===== src/rtl/alu_share_arbiter.sv =====
// Round-robin arbiter sharing one 16-bit flag-producing adder between two requesters.
// The result lands in a single-entry response buffer held under valid/ready backpressure.
module alu_share_arbiter #(
  parameter logic PRIO_INIT = 1'b0
) (
  input  logic        clk,
  input  logic        rst,
  input  logic [1:0]  req_valid,
  output logic [1:0]  req_ready,
  input  logic [15:0] x0,
  input  logic [15:0] y0,
  input  logic [15:0] x1,
  input  logic [15:0] y1,
  output logic        rsp_valid,
  input  logic        rsp_ready,
  output logic        rsp_id,
  output logic [15:0] z,
  output logic        sign,
  output logic        zero,
  output logic        parity,
  output logic        carry,
  output logic        overflow
);

  localparam int unsigned W = 16;

  typedef enum logic {
    EMPTY = 1'b0,
    FULL  = 1'b1
  } state_t;

  state_t         state;
  state_t         state_nxt;
  logic           ptr;
  logic           ptr_nxt;
  logic           can_accept;
  logic           grant;
  logic           grant_id;
  logic [W-1:0]   op_x;
  logic [W-1:0]   op_y;
  logic [W:0]     sum;

  // Grant selection, next state and pointer update
  always_comb begin
    state_nxt  = state;
    ptr_nxt    = ptr;
    grant_id   = ptr;
    grant      = 1'b0;
    req_ready  = 2'b00;
    can_accept = ~rst & ((state == EMPTY) | rsp_ready);

    unique case (req_valid)
      2'b01:   grant_id = 1'b0;
      2'b10:   grant_id = 1'b1;
      default: grant_id = ptr;
    endcase

    grant = can_accept & (|req_valid);

    if (grant) begin
      req_ready = grant_id ? 2'b10 : 2'b01;
      ptr_nxt   = ~grant_id;
    end

    unique case (state)
      EMPTY: if (grant) state_nxt = FULL;
      FULL:  if (rsp_ready && !grant) state_nxt = EMPTY;
    endcase
  end

  // Operand mux into the shared adder
  always_comb begin
    op_x = grant_id ? x1 : x0;
    op_y = grant_id ? y1 : y0;
    sum  = {1'b0, op_x} + {1'b0, op_y};
  end

  always_ff @(posedge clk or posedge rst) begin
    if (rst) begin
      state <= EMPTY;
      ptr   <= PRIO_INIT;
    end else begin
      state <= state_nxt;
      ptr   <= ptr_nxt;
    end
  end

  // Response buffer reloads only on a grant; otherwise it holds bit-stable
  always_ff @(posedge clk or posedge rst) begin
    if (rst) begin
      rsp_id   <= 1'b0;
      z        <= '0;
      sign     <= 1'b0;
      zero     <= 1'b0;
      parity   <= 1'b0;
      carry    <= 1'b0;
      overflow <= 1'b0;
    end else if (grant) begin
      rsp_id   <= grant_id;
      z        <= sum[W-1:0];
      sign     <= sum[W-1];
      zero     <= (sum[W-1:0] == '0);
      parity   <= ~^sum[W-1:0];
      carry    <= sum[W];
      overflow <= (op_x[W-1] == op_y[W-1]) & (sum[W-1] != op_x[W-1]);
    end
  end

  assign rsp_valid = (state == FULL);

endmodule


===== config.mk =====
export PLATFORM = sky130hd
export DESIGN_NAME = alu_share_arbiter
export DESIGN_NICKNAME = d
export VERILOG_FILES = /design/src/rtl/alu_share_arbiter.sv
export SDC_FILE = /design/constraint.sdc
export NUM_CORES = 1
export LEC_CHECK = 0
export ABC_AREA = 1
export CORE_MARGIN = 2
export CORE_UTILIZATION = 35
export DETAILED_ROUTE_END_ITERATION = 6
export PLACE_DENSITY_LB_ADDON = 0.15
export SLEW_MARGIN = 20
export SYNTH_ARGS = -nofsm -noshare
export SYNTH_HDL_FRONTEND = slang
export SYNTH_SLANG_ARGS = --single-unit

===== constraint.sdc =====
create_clock -name clk -period 6.5 [get_ports clk]
set_input_delay 0.65 -clock clk [delete_from_list [all_inputs] [get_ports clk]]
set_output_delay 0.65 -clock clk [all_outputs]
set_load 0.005 [all_outputs]

==> metrics.cfg, run 1 <==
[timing]
hold_violations=0
tightest_slew_ps=1033
max_freq_mhz=207.0
maxSlewViolCount=0
rsz0062_at_grt=false
whs_ps=481.3
min_period_ps=4831
finClkSkew_ps=3.957
finalCritPeriodShare_pct=74.33
tns_ps=0
relSlewSlack_pct=31.05
finalSetupViolCount=0

[finish]
drive_above_1_share_pct=13.76
fillers=664
layout.nets=503
area_growth_pct=44.04
num_antenna_cells=0
design_area_um2=3446

[floorplanning]
die_h_um=86.68
fp.coreArea_um2=6719
dieArea_um2=7513
io_pins=94
initial_utilization_pct=35.61
die-width_um=86.68
std_cell_rows=30

[global_routing]
overflow=0
grt_pass1_wl_mm=9.480
grtUsageTotal_pct=15.27
grt_pass1_vias=2229
antenna_found_initial=0
grt_max_degree=41

[yosys]
syn_inst=316
yosysWarnings=0
synth_edf_count=0
async_flop_share_pct=100.0
synth-main-ff-cell=dfrtp_1
syn-cell-area_um2=2392
synth_nets=411
ys_seq_elements=23
synth.avg_cell_area_um2=7.571
yosysMostFrequentCell=nand2_1
synth_area_leader_cell=dfrtp_1
ys_top_cells_by_area=dfrtp_1 24%, mux2_2 14%, nand2_1 13%
ys_types=35
yosys-top-cells-count=85 x nand2_1, 33 x inv_1, 29 x mux2_2
synth_top_area_share_pct=24.06
yosysSeqAreaShare_pct=24.06

[detailed_routing]
wl_per_cell_um=11.28
vias=2318
drt_iter0_markers=52
postRouteAntennaNets=0
firstDrtPassIters=4
wl_mm=5.495
drc=0
viasPerCell=4.760

[cts]
cts.clk_slew.worst_paths_ps=80
clock_path_buffers=2
cts_resized=0
ctsHoldBuffers=0
post_cts_buffers=0
cts.sinks=23
ctsHtreeMaxLevel=1
root_buffer=clkbuf_8
tritoncts=done
numCtsBuffers=3
insertion_delay_ps=260

[place]
place_hpwl_mm=4.737
io_buffers=93
post_dp_cell_area_um2=3401
gp_congestion=0.8888

[power_and_ir_drop]
vdd_drop_max_mv=0.1010
p_leak_nw=1.606
p_per_area_nw_per_um2=334.4

[worst_setup_path]
crit_fanout=16
critPathLaunchType=primary input
crit_arrival_ps=5030
critPathKind=in -> reg
r2r_setup_slack_ps=2550
end_kind=flop
cp_data_required_time_ps=6700

[hold_path]
hp-class=reg -> reg

[status]
status=complete, no violations

[flow_run]
cap_violations=0

==> metrics by stage <==
stage	instances	utilization [%]	power (W)	setup slack (ps)
after global placement	483	50.61	0.001062	1500
final	487	51.28	0.001152	1669
after global routing	487	51.28	0.001286	1222
after CTS	487	51.28	0.001170	1597
after detailed placement	483	50.61	0.001080	1321
after floorplan	316	-	0.0008099	2405
==> layer usage <==
layer	part of all wire (%)	wire (um)	up-vias	global-route usage, %
li1	-	-	1210	-
met1	47	2575	1039	19.61
met2	47	2598	65	27.27
met3	4.6	254	4	1.333
met4	1.2	67	0	4.261
met5	0	0	-	0
==> worst paths after layout <==
kind                               from       end  depth (start not counted)
min in group asynchronous           rst      z[8]                          2
setup / recovery           req_valid[0]    parity                         26
setup reg to reg                    ptr    parity                         22
max in group asynchronous           rst     z[11]                          2
hold reg to reg                overflow  overflow                          2
hold / removal                 overflow  overflow                          2
==> cell type report <==
cell class / count / area [um^2] / area share (%)
clock buffer: 4 / 45.04 / 1.307
inverter: 37 / 138.9 / 4.031
multi-input combinational: 248 / 1640 / 47.60
sequential: 23 / 575.6 / 16.70
tap: 80 / 100.1 / 2.905
timing repair buffer: 95 / 945.9 / 27.45
==> sequential cells by signal, indices dropped and copies added (netlist names) <==
signal and cells:
zero 1, parity 1, rsp_valid 1, z 16
carry 1, rsp_id 1, ptr 1, overflow 1
==> worst max-delay path, stage by stage <==
cell and delay [ps]:
clkdlybuf4s50_1 450, inv_1 60, ha_1 300, inv_1 60
nand2_1 50, nand2_1 450, buf_4 290, mux2_2 350
ha_1 350, nand2_1 130, inv_1 50, a21oi_1 170
nand2_2 100, nand2_1 60, nand2_1 80, nand2_1 70
nand2_1 60, xnor2_1 210, ha_1 280, xnor2_1 180
xnor2_1 150, xor2_1 200, inv_1 60, nand3_1 80
nand3_1 70, nand2_1 70
==> cells in the final DEF, fill, tap and decap left out, drive strengths merged, types with 4 or more instances in the layout <==
master / Yosys / final
nor3: 4 / 4
nand3: 11 / 11
mux2: 29 / 29
clkdlybuf4s50: 0 / 93
o21ai: 22 / 22
a21oi: 11 / 11
nor2: 19 / 19
nand2: 96 / 96
clkbuf: 4 / 4
dfrtp: 23 / 23
ha: 25 / 25
xnor2: 13 / 13
inv: 36 / 36
xor2: 4 / 4
==> power by group <==
group	switching, W	total (W)	internal [W]
combinational	0.000409	0.000833	0.000424
sequential	0.0000309	0.000230	0.000199
clock	0.0000452	0.0000890	0.0000438
total	0.000485	0.00115	0.000667
==> logic make-up after synthesis <==
logic type | after synthesis | synth area share (%)
AOI/OAI and AO/OA | 38 | 9.154
xor gates and xnor gates | 17 | 6.224
adders and majority gates | 26 | 13.91
buffers and inverters | 45 | 7.374
DFF | 23 | 24.06
muxes | 29 | 13.65
and+or+nand+nor | 138 | 25.63
Power figures use the tool's default switching activity.
==> run 2, diff against run 1 <==
- clock period: 6.5 -> 5 ns (I/O delays scaled with it)
==> metrics.cfg, run 2 (synthesis gave the netlist of run 1 again) <==
[power_and_ir_drop]
pwr-share-seq_pct=20.1
p_per_area_nw_per_um2=433.2
vdd_drop_max_mv=0.1597
comb_power_share_pct=72.4
p_switching_w=0.0006311
p_clk_share_pct=7.5
p_leak_nw=1.613
swShare_pct=42.11
internal_power_w=0.0008677

[finish]
fillers=664
top_register=z
largest_reg_flops=16
num_antenna_cells=0
layout.nets=503
layout_common_cells=93 x clkdlybuf4s50_1, 85 x nand2_1, 33 x inv_1, 29 x mux2_2, 25 x ha_1
area_growth_pct=44.61
drive_above_1_share_pct=14.00
final_common_cell=clkdlybuf4s50_1
final_cells=487

[worst_setup_path]
max_stage_delay_ps=460
timing.rr.start=ptr
critPathLaunchType=primary input
crit_fanout=36
crit_start=req_valid[0]
reg2regPathDepth=19
cp_cell_sequence=clkdlybuf4s50_1 -> inv_1 -> ha_1 -> inv_1 -> nand2_1 -> nand2_1 -> buf_12 -> mux2_2 -> ha_1 -> a21oi_1 -> nand3_2 -> a21oi_1 -> o21ai_1 -> or2_1 -> nand2_1 -> ha_1 -> xnor2_1 -> xnor2_1 -> xor2_1 -> inv_1 -> nand3_1 -> nand3_1 -> nand2_1
crit_arrival_ps=4530
path_common_cell=nand2_1
crit_slowest_cell=clkdlybuf4s50_1
cp_data_required_time_ps=5200
critPathKind=in -> reg
end_kind=flop

[hold_path]
min_from=z[1]
hp-class=reg -> reg
holdPathStages=2

[timing]
relSlewSlack_pct=42.33
whs_ps=486.4
tns_ps=0
finalSetupViolCount=0
setup_ws_ps=676.6
maxSlewViolCount=0
finClkSkew_ps=2.277
min_period_ps=4323
finalCritPeriodShare_pct=86.47
rsz0062_at_grt=false
hold_violations=0
tightest_slew_ps=864.1
max_freq_mhz=231.3

[detailed_routing]
wl_mm=5.457
viasPerCell=4.634
drt_iter0_markers=64
postRouteAntennaNets=0
wl_met1_mm=2.614
wl_met2_mm=2.566
firstDrtPassIters=4
wl_per_cell_um=11.21
maxUsedRoutingLayer=met4
drc=0
vias=2257
met3_length_um=237

[status]
status=complete, no violations

[global_routing]
grt_max_degree=37
grt_pass1_wl_mm=9.522
antenna_found_initial=0
grtUsageTotal_pct=15.26
overflow=0
grt_pass1_vias=2242

[place]
placedCellCount=483
gp_congestion=0.8579
io_buffers=93
place_hpwl_mm=4.691
post-place-ws_ps=384.9

[floorplanning]
std_cell_rows=30
fp.coreArea_um2=6719
die_h_um=86.68
io_pins=94
initial_utilization_pct=35.61
die-width_um=86.68
dieArea_um2=7513

[cts]
cts.clk_slew.worst_paths_ps=80
clock_path_buffers=2
cts.sinks=23
cts_resized=0
ctsHtreeMaxLevel=1
ctsHoldBuffers=0
post_cts_buffers=0
numCtsBuffers=3
root_buffer=clkbuf_8
insertion_delay_ps=260
tritoncts=done

[flow_run]
cap_violations=0

-- run 2: changes by cell type in the layout (fill, tap and decap cells not counted), sizes merged --
| cell | delta |
|---|---|
| clkbuf | -1 |
| clkinv | +1 |
-- run 2: worst paths after layout --
path,slack (ps),to
setup / recovery,680,parity
hold / removal,490,z[1]
setup reg to reg,1410,parity
hold reg to reg,490,z[1]
max in group asynchronous,3710,ptr
min in group asynchronous,760,rsp_valid
-- run 2: power by group through the flow --
stage                     registers [W]  clock network, W  logic (W)
after floorplan                0.000305                 0   0.000748
after global placement         0.000304                 0    0.00108
after detailed placement       0.000305                 0    0.00110
after CTS                      0.000302          0.000116    0.00110
after global routing           0.000310          0.000123    0.00124
final                          0.000301          0.000112    0.00109
-- run 2: routing by layer --
metal | vias to the layer above | track usage [%]
li1 | 1215 | -
met5 | - | 0
met4 | 0 | 3.409
met1 | 980 | 20.22
met3 | 2 | 1.238
met2 | 60 | 26.99
-- run 2: cell type report --
| cell class | count | area, um^2 | share of cell area [%] |
|---|---|---|---|
| multi-input cells | 248 | 1640 | 47.41 |
| inverters | 37 | 138.9 | 4.014 |
| well taps | 80 | 100.1 | 2.893 |
| flip-flops and latches | 23 | 575.6 | 16.64 |
| repair buffers | 95 | 958.4 | 27.70 |
| clock inverters | 1 | 5.005 | 0.1447 |
| clock buffers | 3 | 41.29 | 1.193 |
-- run 2: worst max-delay path, delay by kind of cell --
kind | cells | cell delay [ps]
simple gates | 8 | 810
mux | 1 | 370
xor+xnor | 3 | 530
compound gates | 3 | 570
buf+inv | 5 | 840
fa+ha+maj | 3 | 880
-- run 2: per-stage QoR --
stage | cell area (um^2) | total power, W | util [%]
6_report | 3460 | 0.001499 | 51.49
5_1_grt | 3460 | 0.001677 | 51.49
4_1_cts | 3460 | 0.001519 | 51.49
3_5_place_dp | 3413 | 0.001403 | 50.80
3_3_place_gp | 3413 | 0.001384 | 50.80
2_1_floorplan | 2392 | 0.001053 | -
==> run 3, diff against run 2 <==
- clock period: 5 -> 4.66 ns (I/O delays scaled with it)
==> metrics.cfg, run 3 (synthesis gave the netlist of run 1 again) <==
[power_and_ir_drop]
p_leak_nw=1.618
comb_power_share_pct=72.5
p_clk_share_pct=7.7
p_per_area_nw_per_um2=470.1
pwr-share-seq_pct=19.8
swShare_pct=42.65
p_switching_w=0.0006959
internal_power_w=0.0009356
vdd_drop_max_mv=0.2151

[cts]
clock_path_buffers=2
ctsHtreeMaxLevel=1
insertion_delay_ps=270
tritoncts=done
numCtsBuffers=3
ctsHoldBuffers=0
root_buffer=clkbuf_8
cts.clk_slew.worst_paths_ps=80
cts.sinks=23
post_cts_buffers=0

[timing]
maxSlewViolCount=0
tns_ps=0
finClkSkew_ps=1.919
hold_violations=0
tightest_slew_ps=873.2
setup_ws_ps=370.9
relSlewSlack_pct=41.72
rsz0062_at_grt=false
finalCritPeriodShare_pct=92.04
min_period_ps=4289
max_freq_mhz=233.2
finalSetupViolCount=0

[hold_path]
hp-class=reg -> reg

[place]
place_hpwl_mm=4.896
gp_congestion=0.8066
post-place-ws_ps=36.52
io_buffers=93

[finish]
fillers=689
drive_above_1_share_pct=14.46
top_register=z
largest_reg_flops=16
layout_common_cells=93 x clkdlybuf4s50_1, 85 x nand2_1, 33 x inv_1, 29 x mux2_2, 25 x ha_1
seq_area_um2=575.6
num_antenna_cells=0
layout.nets=504
multi_input_area_um2=1644
area_growth_pct=45.08
final_common_cell=clkdlybuf4s50_1
utilization_pct=51.66

[detailed_routing]
drc=0
wl_per_cell_um=11.70
viasPerCell=4.656
drt_iter0_markers=73
vias=2272
wl_mm=5.712
postRouteAntennaNets=0
firstDrtPassIters=4

[global_routing]
grtUsageTotal_pct=16.14
grt_pass1_wl_mm=9.853
grt_max_degree=29
antenna_found_initial=0
grt_pass1_vias=2254
overflow=0

[status]
status=complete, no violations

[floorplanning]
std_cell_rows=30
die-width_um=86.68
initial_utilization_pct=35.61
die_h_um=86.68
io_pins=94
dieArea_um2=7513
fp.coreArea_um2=6719

[worst_setup_path]
cp_data_required_time_ps=4870
critPathLaunchType=primary input
crit_arrival_ps=4500
critPathKind=in -> reg
end_kind=flop
crit_fanout=28

[flow_run]
cap_violations=0

run 3: power groups by stage:
stage	sequential (W)	clock (W)	combinational [W]
after floorplan	0.000328	0	0.000802
after global placement	0.000324	0	0.00117
after detailed placement	0.000327	0	0.00119
after CTS	0.000324	0.000126	0.00120
after global routing	0.000333	0.000138	0.00134
final	0.000322	0.000126	0.00118
run 3: final cells by class:
class                   count  area share [%]
multi-input cells         248           47.37
repair buffers             96           27.83
flip-flops and latches     23           16.58
inverters                  37           4.001
well taps                  80           2.884
clock buffers               3           1.190
clock inverters             1          0.1442
run 3: worst paths after layout:
| check | startpoint | to | slack, ps | cells past startpoint |
|---|---|---|---|---|
| min | z[0] | z[0] | 490 | 2 |
| max | req_valid[1] | parity | 370 | 25 |
| max reg2reg | ptr | parity | 1070 | 21 |
| min in group asynchronous | rst | zero | 740 | 2 |
| max in group asynchronous | rst | z[2] | 3390 | 2 |
| min reg2reg | z[0] | z[0] | 490 | 2 |
run 3: worst max-delay path, cell delays in order:
cell and delay (ps):
clkdlybuf4s50_1 480, inv_1 50, ha_1 280, inv_1 50, nand2_1 50, nand2_1 120
buf_12 190, mux2_2 350, ha_1 370, nand2_1 120, inv_1 60, nand2_1 70
nand3_2 110, a21oi_1 220, o21ai_1 110, or2_1 240, nand2_1 70, ha_1 240
xnor2_1 190, xnor2_1 150, xor2_1 200, inv_1 60, nand3_1 80, nand3_1 80
nand2_1 80
run 3: stage by stage:
stage / hold WS [ps] / std cells / total power [W] / cell area [um^2]
3_3_place_gp: 470.9 / 484 / 0.001490 / 3421
3_5_place_dp: 479.0 / 484 / 0.001521 / 3421
5_1_grt: 534.4 / 488 / 0.001814 / 3471
4_1_cts: 498.2 / 488 / 0.001648 / 3467
2_1_floorplan: 467.9 / 316 / 0.001130 / 2392
6_report: 491.7 / 488 / 0.001632 / 3471
run 3: repair_timing:
action                                  in CTS  in global routing
endpoints found under the setup margin       0                  1
resized for setup                            0                  1
endpoints found under the hold margin        0                  0
run 3: per-layer routing:
layer	GRT usage, %	part of all wire, %	wire length, um
met3	0.9524	3.6	207
met1	21.57	49	2810
met4	4.688	1.3	77
met2	28.04	46	2617
met5	0	0	0
